`src/rtl/dmem_arbiter.sv`:
```
// Round-robin two-port arbiter in front of a word-only data memory.
// Byte-enable stores are sequenced as a read-modify-write.
module dmem_arbiter #(
  parameter int unsigned ADDR_WIDTH = 10,
  parameter int unsigned DATA_WIDTH = 32
) (
  input  logic                    clk,
  input  logic                    reset,
  input  logic                    p0_req_valid,
  output logic                    p0_req_ready,
  input  logic                    p0_req_write,
  input  logic [ADDR_WIDTH-1:0]   p0_req_addr,
  input  logic [DATA_WIDTH-1:0]   p0_req_wdata,
  input  logic [DATA_WIDTH/8-1:0] p0_req_be,
  output logic                    p0_rsp_valid,
  output logic [DATA_WIDTH-1:0]   p0_rsp_rdata,
  input  logic                    p1_req_valid,
  output logic                    p1_req_ready,
  input  logic                    p1_req_write,
  input  logic [ADDR_WIDTH-1:0]   p1_req_addr,
  input  logic [DATA_WIDTH-1:0]   p1_req_wdata,
  input  logic [DATA_WIDTH/8-1:0] p1_req_be,
  output logic                    p1_rsp_valid,
  output logic [DATA_WIDTH-1:0]   p1_rsp_rdata,
  output logic                    mem_write,
  output logic                    mem_read,
  output logic [ADDR_WIDTH-1:0]   mem_address,
  output logic [DATA_WIDTH-1:0]   mem_write_data,
  input  logic [DATA_WIDTH-1:0]   mem_read_data,
  output logic                    busy
);

  localparam int unsigned BE_WIDTH = DATA_WIDTH / 8;

  typedef enum logic [1:0] {IDLE, RD_WAIT, MERGE, RESP} state_t;

  state_t                state, state_next;
  logic                  last_grant;
  logic                  grant_valid;
  logic                  grant_port;
  logic                  sel_write;
  logic [ADDR_WIDTH-1:0] sel_addr;
  logic [DATA_WIDTH-1:0] sel_wdata;
  logic [BE_WIDTH-1:0]   sel_be;
  logic                  lat_port;
  logic                  lat_write;
  logic [ADDR_WIDTH-1:0] lat_addr;
  logic [DATA_WIDTH-1:0] lat_wdata;
  logic [BE_WIDTH-1:0]   lat_be;
  logic [DATA_WIDTH-1:0] rdata_q;
  logic [DATA_WIDTH-1:0] merged;

  // Byte i from store data where enabled, otherwise from the word just read.
  always_comb begin
    merged = mem_read_data;
    for (int i = 0; i < int'(BE_WIDTH); i++) begin
      if (lat_be[i]) merged[8*i +: 8] = lat_wdata[8*i +: 8];
    end
  end

  always_ff @(posedge clk) begin
    if (reset) state <= IDLE;
    else       state <= state_next;
  end

  // Next state, arbitration and memory drive; reset forces every strobe low.
  always_comb begin
    state_next     = state;
    grant_valid    = 1'b0;
    grant_port     = p1_req_valid && (!p0_req_valid || !last_grant);
    sel_write      = grant_port ? p1_req_write : p0_req_write;
    sel_addr       = grant_port ? p1_req_addr  : p0_req_addr;
    sel_wdata      = grant_port ? p1_req_wdata : p0_req_wdata;
    sel_be         = grant_port ? p1_req_be    : p0_req_be;
    p0_req_ready   = 1'b0;
    p1_req_ready   = 1'b0;
    mem_read       = 1'b0;
    mem_write      = 1'b0;
    mem_address    = lat_addr;
    mem_write_data = '0;
    case (state)
      IDLE: begin
        if (p0_req_valid || p1_req_valid) begin
          grant_valid  = 1'b1;
          p0_req_ready = !grant_port;
          p1_req_ready = grant_port;
          mem_address  = sel_addr;
          if (!sel_write) begin
            mem_read   = 1'b1;
            state_next = RD_WAIT;
          end else if (sel_be == '1) begin
            mem_write      = 1'b1;
            mem_write_data = sel_wdata;
            state_next     = RESP;
          end else if (sel_be != '0) begin
            mem_read   = 1'b1;
            state_next = MERGE;
          end else begin
            state_next = RESP;
          end
        end
      end
      RD_WAIT: state_next = RESP;
      MERGE: begin
        mem_write      = 1'b1;
        mem_write_data = merged;
        state_next     = RESP;
      end
      RESP:    state_next = IDLE;
      default: state_next = IDLE;
    endcase
    if (reset) begin
      state_next     = IDLE;
      grant_valid    = 1'b0;
      p0_req_ready   = 1'b0;
      p1_req_ready   = 1'b0;
      mem_read       = 1'b0;
      mem_write      = 1'b0;
      mem_address    = '0;
      mem_write_data = '0;
    end
  end

  always_ff @(posedge clk) begin
    if (reset) begin
      last_grant <= 1'b1;
      lat_port   <= 1'b0;
      lat_write  <= 1'b0;
      lat_addr   <= '0;
      lat_wdata  <= '0;
      lat_be     <= '0;
      rdata_q    <= '0;
    end else begin
      if (grant_valid) begin
        last_grant <= grant_port;
        lat_port   <= grant_port;
        lat_write  <= sel_write;
        lat_addr   <= sel_addr;
        lat_wdata  <= sel_wdata;
        lat_be     <= sel_be;
        rdata_q    <= '0;
      end
      if (state == RD_WAIT) rdata_q <= lat_write ? '0 : mem_read_data;
    end
  end

  assign busy         = !reset && (state != IDLE);
  assign p0_rsp_valid = !reset && (state == RESP) && !lat_port;
  assign p1_rsp_valid = !reset && (state == RESP) && lat_port;
  assign p0_rsp_rdata = reset ? '0 : rdata_q;
  assign p1_rsp_rdata = reset ? '0 : rdata_q;

endmodule

```
`config.mk`:
```
export PLATFORM = sky130hd
export DESIGN_NAME = dmem_arbiter
export DESIGN_NICKNAME = d
export VERILOG_FILES = /design/src/rtl/dmem_arbiter.sv
export SDC_FILE = /design/constraint.sdc
export NUM_CORES = 1
export LEC_CHECK = 0
export BUFFER_PORTS_ARGS = -buffer_cell sky130_fd_sc_hd__buf_2
export CORE_MARGIN = 3
export CORE_UTILIZATION = 40
export DETAILED_ROUTE_END_ITERATION = 8
export HOLD_SLACK_MARGIN = 0.02
export PLACE_DENSITY = 0.79
export SLEW_MARGIN = 15
export SYNTH_ARGS = -nofsm -noshare
export SYNTH_HDL_FRONTEND = slang
export SYNTH_SLANG_ARGS = --single-unit
```
`constraint.sdc`:
```
create_clock -name clk -period 1.8 [get_ports clk]
set_clock_uncertainty 0.2 [all_clocks]
set_input_delay 0.18 -clock clk [delete_from_list [all_inputs] [get_ports clk]]
set_output_delay 0.18 -clock clk [all_outputs]
set_load 0.01 [all_outputs]
```
==> impl_results.html <==
<table>
<tr><th>Metric</th><th>Value</th></tr>
<tr><th colspan="2">Routing</th></tr>
<tr><td>Number of DRC markers after the initial detailed-route iteration</td><td>399</td></tr>
<tr><td>Via count of the routed design</td><td>5,304</td></tr>
<tr><td>Number of vias per cell after detailed routing</td><td>5.42</td></tr>
<tr><td>Sum of routed wire length over all layers</td><td>18.6 mm</td></tr>
<tr><td>Number of detailed-route iterations in the first pass</td><td>6</td></tr>
<tr><td>Count of nets left with antenna violations after detail routing</td><td>0</td></tr>
<tr><td>DR DRC count</td><td>0</td></tr>
<tr><td>Wirelength per Cell</td><td>19.0 microns</td></tr>
<tr><th colspan="2">Finish</th></tr>
<tr><td>Area of the multi-input gates</td><td>0.00267 sq mm</td></tr>
<tr><td>Cell area after layout</td><td>0.00770 sq mm</td></tr>
<tr><td>Final Net Count</td><td>972</td></tr>
<tr><td>Layout cells sized above 1</td><td>49.7%</td></tr>
<tr><td>Utilization after layout</td><td>73.6%</td></tr>
<tr><td>Fill cell count</td><td>669</td></tr>
<tr><td>Storage cell area</td><td>0.00167 sq mm</td></tr>
<tr><td>Count of antenna diodes in the layout</td><td>0</td></tr>
<tr><td>Commonest non-fill, non-tap cells in the layout</td><td>buf_2, dlygate4sd3_1, dfxtp_1</td></tr>
<tr><td>Growth of design area from synthesis to finish</td><td>76.6%</td></tr>
<tr><td>Commonest non-fill, non-tap cell in the layout</td><td>buf_2</td></tr>
<tr><td>Final Non-Filler Cells</td><td>979</td></tr>
<tr><th colspan="2">Worst setup path</th></tr>
<tr><td>Worst reg2reg path startpoint</td><td>last_grant$_SDFFE_PP1P_</td></tr>
<tr><td>Endpoint of the lowest-slack register-to-register path</td><td>lat_addr[3]$_SDFFE_PP0P_</td></tr>
<tr><td>Worst-path fanout max</td><td>19</td></tr>
<tr><td>CP Class</td><td>reg2out</td></tr>
<tr><td>Sort of element at the end of the critical path</td><td>output pin</td></tr>
<tr><td>Worst Setup SP</td><td>last_grant$_SDFFE_PP1P_</td></tr>
<tr><td>Required arrival time at the worst endpoint</td><td>1.42 ns</td></tr>
<tr><td>Data arrival at the endpoint of the critical path</td><td>1.92 ns</td></tr>
<tr><td>Number of cells on the worst reg-to-reg path</td><td>13</td></tr>
<tr><td>Endpoint of the worst setup timing path</td><td>mem_write_data[7]</td></tr>
<tr><td>Crit path launch type</td><td>register</td></tr>
<tr><td>Setup slack, reg-to-reg</td><td>-0.33 ns</td></tr>
<tr><th colspan="2">Clock tree</th></tr>
<tr><td>Clock latency of the later-clocked register in the worst-skew pair</td><td>0.34 ns</td></tr>
<tr><td>Clock tree buffer depth</td><td>2</td></tr>
<tr><td>Number of sinks on the clock net</td><td>83</td></tr>
<tr><td>CTS tree</td><td>built</td></tr>
<tr><td>Level count of the clock H-tree</td><td>3</td></tr>
<tr><td>Root buffer cell</td><td>clkbuf_8</td></tr>
<tr><td>Total clock buffers created by CTS</td><td>9</td></tr>
<tr><td>Clock-pin slew on the worst setup and hold paths</td><td>0.08 ns</td></tr>
<tr><th colspan="2">Global route</th></tr>
<tr><td>Aggregate global-route resource usage</td><td>28.4%</td></tr>
<tr><td>First-pass GRT wire length</td><td>28.7 mm</td></tr>
<tr><td>Global-route congestion overflow total</td><td>0</td></tr>
<tr><td>Maximum number of pins on one net before global-route repair</td><td>36</td></tr>
<tr><td>Number of global-route vias before repair</td><td>5,649</td></tr>
<tr><td>Number of antenna violations at the first check in global routing</td><td>0</td></tr>
<tr><th colspan="2">Job</th></tr>
<tr><td>Max-cap check violation count</td><td>0</td></tr>
<tr><th colspan="2">Synth</th></tr>
<tr><td>Synth area leader</td><td>dfxtp_1</td></tr>
<tr><td>Avg Inst Size Synth</td><td>9.08 sq um</td></tr>
<tr><td>Post-Syn Instances</td><td>480</td></tr>
<tr><td>Cell area after synthesis</td><td>0.00436 sq mm</td></tr>
<tr><td>Cell types occupying the most area after synthesis</td><td>dfxtp_1, mux2i_1, a22o_1, buf_4, nand2_1</td></tr>
<tr><td>Number of register bits inferred by synthesis</td><td>83</td></tr>
<tr><td>Synth top area share</td><td>38.1%</td></tr>
<tr><td>EDFF count, synth</td><td>0</td></tr>
<tr><td>Top_reg_cell synth</td><td>dfxtp_1</td></tr>
<tr><td>Warnings from Yosys</td><td>0</td></tr>
<tr><td>Async set-reset flop share out of synthesis</td><td>0%</td></tr>
<tr><td>Net count after synthesis</td><td>614</td></tr>
<tr><td>Proportion of synthesized chip area in sequential cells</td><td>38.1%</td></tr>
<tr><td>Number of different library cells in the post-synthesis netlist</td><td>40</td></tr>
<tr><th colspan="2">Placed design</th></tr>
<tr><td>Post-DP Area</td><td>0.00578 sq mm</td></tr>
<tr><td>Number of I/O port buffers</td><td>242</td></tr>
<tr><td>Gpl congestion</td><td>0.892</td></tr>
<tr><td>DP Cell Count</td><td>835</td></tr>
<tr><td>DP Wirelength</td><td>10.4 mm</td></tr>
<tr><th colspan="2">Floorplan</th></tr>
<tr><td>Number of core rows</td><td>37</td></tr>
<tr><td>Chip Width</td><td>110 microns</td></tr>
<tr><td>Die Ht</td><td>110 microns</td></tr>
<tr><td>Number of top-level design ports</td><td>243</td></tr>
<tr><td>Core area</td><td>0.0105 sq mm</td></tr>
<tr><td>Die footprint</td><td>0.0122 sq mm</td></tr>
<tr><td>Initial core utilization</td><td>41.7%</td></tr>
<tr><th colspan="2">Pwr</th></tr>
<tr><td>Net Switching</td><td>2.81 mW</td></tr>
<tr><td>Worst-case vdd ir drop</td><td>0.000594 V</td></tr>
<tr><td>Static leakage</td><td>3.68 nW</td></tr>
<tr><td>Cell Int Power</td><td>4.86 mW</td></tr>
<tr><td>Relative contribution of combinational cells to total power</td><td>48.5%</td></tr>
<tr><td>Power density relative to cell area</td><td>996 mW/mm^2</td></tr>
<tr><td>Clk network pwr share</td><td>17.7%</td></tr>
<tr><td>Sequential group share of total power</td><td>33.8%</td></tr>
<tr><td>Switching Share</td><td>36.6%</td></tr>
<tr><th colspan="2">STA</th></tr>
<tr><td>Min Tclk post-route</td><td>2.30 ns</td></tr>
<tr><td>Worst slew margin relative to its limit</td><td>64.7%</td></tr>
<tr><td>Fmax</td><td>436 MHz</td></tr>
<tr><td>Worst-margin pin slew</td><td>0.529 ns</td></tr>
<tr><td>Setup repair after global routing missed its margin</td><td>yes</td></tr>
<tr><td>Portion of the clock cycle consumed by the worst path in the final layout</td><td>128%</td></tr>
<tr><td>Setup Viol. Count Final</td><td>49</td></tr>
<tr><td>Slew Limit Fails</td><td>0</td></tr>
<tr><td>Final worst slack</td><td>-0.496 ns</td></tr>
<tr><td>Count of endpoints failing hold in the final timing report</td><td>0</td></tr>
<tr><th colspan="2">Worst hold path</th></tr>
<tr><td>Type of the tightest min-delay check</td><td>in2reg</td></tr>
<tr><th colspan="2">Status</th></tr>
<tr><td>Violated checks</td><td>negative setup slack</td></tr>
<tr><td>Outcome</td><td>complete, but fails checks</td></tr>
</table>
==> cells by family (layout without fill, tap and decap cells) <==
logic type	Yosys count	after routing	share of synthesized area, %
AND/OR/NAND/NOR	127	128	14.1
adder cells (fa/ha/maj)	4	4	1.15
buffers and inverters	71	433	10.7
AO/OA/AOI/OAI	125	125	19.5
multiplexers	70	70	16.4
flip-flops	83	83	38.1
==> how the worst min path moves through the flow <==
stage,startpoint,end,slack [ns],cells after the start
global route,p0_req_wdata[28],lat_wdata[28]$_SDFFE_PP0P_,0.04,4
global placement,p0_req_addr[8],lat_addr[8]$_SDFFE_PP0P_,0.20,3
detailed placement,mem_read_data[24],rdata_q[24]$_SDFFE_PP0P_,0.21,2
floorplan,p0_req_addr[1],lat_addr[1]$_SDFFE_PP0P_,0.10,2
finish,p1_req_wdata[28],lat_wdata[28]$_SDFFE_PP0P_,0.06,4
CTS,p1_req_wdata[28],lat_wdata[28]$_SDFFE_PP0P_,0.03,4
==> power groups by stage <==
stage,sequential [mW],combinational (mW),clock (mW)
2_1_floorplan,2.50,1.76,0
3_3_place_gp,2.57,2.68,0
3_5_place_dp,2.59,2.77,0
4_1_cts,2.56,3.38,1.37
5_1_grt,2.64,3.96,1.47
6_report,2.59,3.72,1.36
==> cell type report <==
| type | instances | share of cell area, % |
|---|---|---|
| clock buffers | 11 | 1.84 |
| clock inverters | 5 | 0.682 |
| inverters | 2 | 0.130 |
| multi-input cells | 327 | 34.7 |
| flip-flops and latches | 83 | 21.6 |
| well taps | 136 | 2.21 |
| repair buffers | 415 | 38.9 |
==> critical path: stages (launching register included) <==
cell and delay, ns:
dfxtp_2 0.34, a21boi_4 0.22, mux2i_4 0.31, nand3_4 0.13, buf_12 0.19, o22ai_1 0.20
buf_2 0.17
==> state kept, by name, indices dropped and copies added (netlist names) <==
| name | count |
|---|---|
| state | 2 |
| lat_wdata | 32 |
| lat_port | 1 |
| lat_addr | 10 |
| last_grant | 1 |
| lat_write | 1 |
| rdata_q | 32 |
| lat_be | 4 |
==> cell usage after synthesis (all sizes together), types with 3 or more instances <==
library cell	n
dfxtp	83
mux2i	70
nand2	70
buf	57
o21ai	37
nor2b	33
o22ai	33
a22o	32
clkbuf	12
a22oi	11
nor2	8
a21oi	4
ha	4
a31oi	3
nand2b	3
==> layer usage <==
layer	vias to the layer above	part of all wire, %	track usage, %
li1	2400	-	-
met1	2530	36	30.6
met2	311	54	52.1
met3	63	6.5	6.85
met4	0	3.3	12.5
met5	-	0	0
==> per-stage QoR <==
step	TNS, ns	power (mW)	worst slack (ns)	hold WS [ns]
5_1_grt	-24.33	8.08	-0.591	0.0434
6_report	-19.74	7.67	-0.496	0.0573
2_1_floorplan	0	4.26	0.00705	0.105
3_5_place_dp	-10.49	5.36	-0.484	0.211
3_3_place_gp	-5.90	5.25	-0.325	0.201
4_1_cts	-20.19	7.31	-0.492	0.0330
==> what timing repair did <==
action | CTS | global route
cloned | 4 | 2
setup buffers | 23 | 8
hold buffers | 96 | 0
gates resized for setup | 47 | 50
pin swaps | 20 | 3
endpoints found under the hold margin | 64 | 0
setup endpoints to repair | 56 | 105
Note: power is estimated with default switching activity, not from simulation.
